--- src/rtl/systolic_feeder_3x3.sv ---
// Operand feeder for the 3x3 systolic matrix-multiply array.
// Latency: first skewed beat EN_LEAD+1 cycles after the final load element; DONE EN_LEAD+8 cycles after it.
// Backpressure: LOAD_READY is high only while collecting operands; LOAD_VALID is ignored otherwise.
module systolic_feeder_3x3 #(
  parameter int WIDTH   = 4,
  parameter int EN_LEAD = 1
) (
  input  logic             CLK,
  input  logic             RST,
  input  logic             LOAD_VALID,
  input  logic [WIDTH-1:0] LOAD_DATA,
  output logic             LOAD_READY,
  output logic [WIDTH-1:0] A_ROW0,
  output logic [WIDTH-1:0] A_ROW1,
  output logic [WIDTH-1:0] A_ROW2,
  output logic [WIDTH-1:0] B_COL0,
  output logic [WIDTH-1:0] B_COL1,
  output logic [WIDTH-1:0] B_COL2,
  output logic             ENABLE,
  output logic             DONE
);

  typedef enum logic [1:0] {S_LOAD, S_LEAD, S_FEED, S_DONE} state_t;

  // Last value of the lead counter before moving on to FEED.
  localparam logic [7:0] LEAD_LAST = 8'((EN_LEAD > 0) ? EN_LEAD - 1 : 0);

  state_t           r_state;
  logic [4:0]       r_cnt;
  logic [7:0]       r_lead_cnt;
  logic [2:0]       r_beat;
  logic             r_ready;
  logic             r_enable;
  logic             r_done;
  logic [WIDTH-1:0] r_buf [0:17];   // 0..8 hold A row-major, 9..17 hold B row-major
  logic [WIDTH-1:0] r_a   [0:2];
  logic [WIDTH-1:0] r_b   [0:2];

  logic             w_xfer;
  logic             w_last;
  logic [WIDTH-1:0] w_a [0:2];
  logic [WIDTH-1:0] w_b [0:2];

  // Only the LOAD state consumes stream elements.
  assign w_xfer = (r_state == S_LOAD) && r_ready && LOAD_VALID;
  assign w_last = (r_cnt == 5'd17);

  // Skewed beat selection: row/column i sees element k at beat t = i + k.
  always_comb begin
    for (int i = 0; i < 3; i++) begin
      w_a[i] = '0;
      w_b[i] = '0;
      for (int k = 0; k < 3; k++) begin
        if (int'(r_beat) == i + k) begin
          w_a[i] = r_buf[i*3 + k];
          w_b[i] = r_buf[9 + k*3 + i];
        end
      end
    end
  end

  // Operand buffer; contents are irrelevant until a full load completes, so no reset.
  always_ff @(posedge CLK) begin
    if (w_xfer) begin
      r_buf[r_cnt] <= LOAD_DATA;
    end
  end

  // Control FSM; outputs are registered and trail the state by one cycle.
  always_ff @(posedge CLK or negedge RST) begin
    if (!RST) begin
      r_state    <= S_LOAD;
      r_cnt      <= '0;
      r_lead_cnt <= '0;
      r_beat     <= '0;
      r_ready    <= 1'b1;
      r_enable   <= 1'b0;
      r_done     <= 1'b0;
      for (int i = 0; i < 3; i++) begin
        r_a[i] <= '0;
        r_b[i] <= '0;
      end
    end else begin
      r_enable <= 1'b0;
      r_done   <= 1'b0;
      for (int i = 0; i < 3; i++) begin
        r_a[i] <= '0;
        r_b[i] <= '0;
      end
      case (r_state)
        S_LOAD: begin
          // READY drops on the edge that takes the final element and
          // comes back one cycle after the DONE pulse.
          r_ready <= 1'b1;
          if (w_xfer) begin
            if (w_last) begin
              r_ready <= 1'b0;
              r_state <= (EN_LEAD > 0) ? S_LEAD : S_FEED;
            end else begin
              r_cnt <= r_cnt + 5'd1;
            end
          end
        end
        S_LEAD: begin
          r_enable <= 1'b1;
          if (r_lead_cnt == LEAD_LAST) begin
            r_lead_cnt <= '0;
            r_state    <= S_FEED;
          end else begin
            r_lead_cnt <= r_lead_cnt + 8'd1;
          end
        end
        S_FEED: begin
          r_enable <= 1'b1;
          for (int i = 0; i < 3; i++) begin
            r_a[i] <= w_a[i];
            r_b[i] <= w_b[i];
          end
          // Beats 5 and 6 select nothing and act as the flush beats.
          if (r_beat == 3'd6) begin
            r_beat  <= '0;
            r_state <= S_DONE;
          end else begin
            r_beat <= r_beat + 3'd1;
          end
        end
        S_DONE: begin
          r_done  <= 1'b1;
          r_cnt   <= '0;
          r_state <= S_LOAD;
        end
        default: r_state <= S_LOAD;
      endcase
    end
  end

  assign LOAD_READY = r_ready;
  assign ENABLE     = r_enable;
  assign DONE       = r_done;
  assign A_ROW0     = r_a[0];
  assign A_ROW1     = r_a[1];
  assign A_ROW2     = r_a[2];
  assign B_COL0     = r_b[0];
  assign B_COL1     = r_b[1];
  assign B_COL2     = r_b[2];

endmodule

--- config.mk ---
export PLATFORM = sky130hd
export DESIGN_NAME = systolic_feeder_3x3
export DESIGN_NICKNAME = d
export VERILOG_FILES = /design/src/rtl/systolic_feeder_3x3.sv
export SDC_FILE = /design/constraint.sdc
export NUM_CORES = 1
export LEC_CHECK = 0
export CAP_MARGIN = 0
export CORE_MARGIN = 1.5
export CORE_UTILIZATION = 40
export DETAILED_ROUTE_END_ITERATION = 12
export SLEW_MARGIN = 20
export SYNTH_ARGS = -nofsm -noshare
export SYNTH_HDL_FRONTEND = slang
export SYNTH_SLANG_ARGS = --single-unit
--- constraint.sdc ---
create_clock -name CLK -period 2.2 [get_ports CLK]
set_input_delay 0.44 -clock CLK [delete_from_list [all_inputs] [get_ports CLK]]
set_output_delay 0.44 -clock CLK [all_outputs]
set_load 0.02 [all_outputs]
==> results_dict.tcl <==
set metrics [dict create \
    root_buffer "clkbuf_16" \
    synth_area_um2 4638 \
    period_share 0.9240 \
    yosys_warnings 0 \
    core_um2 11370 \
    ant_nets 0 \
    clk_path_buf_depth 2 \
    grt.busiest_layer "met2" \
    outcome "finished, violations left" \
    finalHoldViolCount 3 \
    die_area_um2 12250 \
    cts_tree "built" \
    synthCells 332 \
    dp_hpwl_um 5771 \
    fmax_ghz 0.4919 \
    regArea_um2 3289 \
    drv_cap 0 \
    reg2reg_slack_ps 170 \
    ctsHtreeMaxLevel 4 \
    cts.sinks 117 \
    wl_per_cell_um 16.78 \
    post_cts_resized 0 \
    setup_viol 0 \
    cts-buffers-inserted 17 \
    syn-num-nets 350 \
    fin_crit_ps 2033 \
    pwr_density_cell_nw_per_um2 1343 \
    p_leak_nw 2.326 \
    grt_pass1_wl_um 14900 \
    fp.dieW_um 110.7 \
    hold_buffers 0 \
    worstPathRequired_ps 2490 \
    ys_seq_area_frac 0.7092 \
    worstPathArrival_ps 2320 \
    hp-class "in2async" \
    vdd_ir_drop_max_uv 742.3 \
    synth-seq-cells 117 \
    ff2ff_path_depth 6 \
    finalSetupTns_ps 0 \
    globalRouteOverflowTotal 0 \
    cp_max_fo 5 \
    firstDrtPassIters 5 \
    ios 34 \
    multiInputGateArea_um2 1229 \
    failed_checks "hold timing" \
    die_h_um 110.7 \
    max_slew.worst_pin.slew_ps 559.1 \
    fp-row-count 39 \
    r2r_start "r_lead_cnt[0]$_DFFE_PN0P_" \
    rsz0062_at_grt "false" \
    drt_iter0_drc 151 \
    p_total_mw 7.824 \
    use_met3 0.04155 \
    startpoint "r_lead_cnt[0]$_DFFE_PN0P_" \
    finClkSkew_ps 7.933 \
    path_clk_slew_ps 60 \
    grt_max_degree 46 \
    grt_antenna_before_repair 0 \
    crit_path_end_kind "flip-flop" \
    slowest_stage "or4b_4" \
    relSlewSlack 0.6259 \
    drv_slew 0 \
    grt_pass1_vias 2955 \
    antenna_cells 0 \
    initial_core_util 0.4079 \
    holdWs_ps -2.526 \
    wl_um 9076 \
    track_usage 0.1601 \
    start_kind "flip-flop" \
    syn_to_final_growth_pct 25.57 \
    synth_area_per_cell_um2 13.97 \
    viasPerCell 5.349 \
    worstSetupPathType "reg2reg" \
    io_buffers 33 \
    clk_latency_ps 410 \
    nNetsFinal 403 \
    met2_usage 0.2597 \
    post-route-drc-count 0 \
    post_cts_buffers 0 \
    num_vias 2894 \
    worst_r2r_endpoint "r_state[1]$_DFFE_PN0P_" \
    drive_gt1_frac 0.1508 \
    use_met1 0.2020 \
    synth_cell_type_count 43 \
    cp_cell_sequence "inv_1 > ha_1 > or4b_4 > o41ai_4 > o211ai_2 > mux2_4" \
    nFillCells 958 \
    max_stage_delay_ps 490 \
    place.gp.congestion 0.8319 \
]
## routing by layer
metal | wire length, um | share of wire | vias to the layer above
li1 | - | - | 1340
met1 | 4120 | 0.45 | 1451
met2 | 4411 | 0.49 | 89
met3 | 416 | 0.046 | 14
met4 | 127 | 0.014 | 0
met5 | 0 | 0 | -
## layout by cell type (no fill, tap or decap), types with 3 or more instances in the layout
master / Yosys / final
a22oi_1: 8 / 8
nand3_1: 4 / 4
edfxtp_1: 72 / 72
dfrtp_1: 44 / 44
clkinv_2: 0 / 3
nand4_1: 5 / 5
nor2b_1: 10 / 10
a22o_1: 11 / 11
clkbuf_16: 0 / 17
clkinvlp_4: 0 / 3
o221ai_1: 8 / 8
buf_4: 0 / 15
inv_1: 17 / 17
nand2_1: 26 / 26
clkdlybuf4s50_1: 0 / 32
bufinv_16: 0 / 3
o211a_1: 8 / 8
xnor2_1: 4 / 4
o211ai_1: 8 / 8
nor2_1: 35 / 35
clkinv_4: 0 / 4
a21oi_1: 3 / 3
o21ai_0: 11 / 11
mux2i_1: 3 / 3
ha_1: 11 / 11
## cell families after synthesis
group,Yosys count,synth area share
flops,117,0.7092
simple gates,95,0.09685
compound gates,68,0.1187
buf+inv,32,0.02590
fa+ha+maj,11,0.02967
mux,5,0.01214
xor+xnor,4,0.007553
## metrics by stage
step	utilization	setup slack, ps	cells	area [um^2]	hold slack (ps)
2_1_floorplan	-	294.0	332	4638	144.4
3_3_place_gp	0.4590	148.7	509	5219	442.7
3_5_place_dp	0.4590	103.5	509	5219	448.7
4_1_cts	0.5123	171.5	541	5824	12.91
5_1_grt	0.5123	65.97	541	5824	18.59
6_report	0.5123	167.2	541	5824	-2.526
## area by class of cell
cell class,count,area share
inverter,17,0.01096
clock inverter,15,0.03093
timing repair buffer,49,0.07863
sequential,117,0.5648
clock buffer,17,0.07304
tap,143,0.03072
multi-input combinational,183,0.2110
## report_power, final
group / switching [mW] / leakage, nW / internal [mW]
Sequential: 0.191 / 1.25 / 2.65
Combinational: 1.26 / 0.789 / 0.941
Clock: 1.00 / 0.290 / 1.78
## worst max-delay path, delay by kind of cell, from the launching register on
family          cells  cell delay [ps]
flops               1              420
simple gates        1              490
mux                 1              310
fa+ha+maj           1              150
buf+inv             1              110
compound gates      2              430
## synth_stat cells
library cell / count / area (um^2)
nand3_1: 4 / 20.02
nor3b_1: 1 / 7.510
xnor2_1: 4 / 35.03
ha_1: 11 / 137.6
or2_2: 1 / 6.260
o211ai_1: 8 / 60.06
or4b_4: 1 / 13.76
o211a_1: 8 / 80.08
nor3_1: 2 / 10.01
edfxtp_1: 72 / 2162
dfrtp_1: 44 / 1101
a22oi_1: 8 / 60.06
nor4_1: 2 / 12.51
or3b_1: 1 / 8.760
o32ai_1: 1 / 8.760
a22o_1: 11 / 96.34
mux2_2: 1 / 11.26
and2_1: 1 / 6.260
o41ai_4: 1 / 27.53
and3_2: 1 / 7.510
o21ai_0: 11 / 55.05
o211ai_2: 1 / 12.51
clkbuf_1: 12 / 45.04
nand4_1: 5 / 31.28
nand2_1: 26 / 97.59
or3_1: 1 / 6.260
nand3b_1: 2 / 15.01
a31o_2: 1 / 8.760
a211o_1: 1 / 8.760
and3_1: 2 / 12.51
a21bo_2: 1 / 10.01
a31oi_1: 2 / 12.51
buf_1: 3 / 11.26
inv_1: 17 / 63.81
mux2i_1: 3 / 30.03
nor2b_1: 10 / 62.56
o41a_2: 1 / 12.51
o221ai_1: 8 / 70.07
dfstp_2: 1 / 26.28
a21oi_1: 3 / 15.01
mux2_4: 1 / 15.01
nor2_1: 35 / 131.4
o22ai_1: 2 / 12.51
## worst max-delay path by stage
stage / to / slack [ps]
finish: r_state[1]$_DFFE_PN0P_ / 170
global route: r_state[1]$_DFFE_PN0P_ / 70
CTS: LOAD_READY / 170
detailed placement: r_buf[8][0]$_DFFE_PP_ / 100
global placement: r_buf[8][3]$_DFFE_PP_ / 150
floorplan: r_state[1]$_DFFE_PN0P_ / 290
## state kept, by name, indices dropped and copies added (netlist names), 2 cells and up
signal,flops
A_ROW1,4
A_ROW2,4
A_ROW0,4
r_beat,3
r_state,2
r_lead_cnt,8
B_COL1,4
r_buf,72
r_cnt,5
B_COL0,4
B_COL2,4
Note: power is estimated with default switching activity, not from simulation.
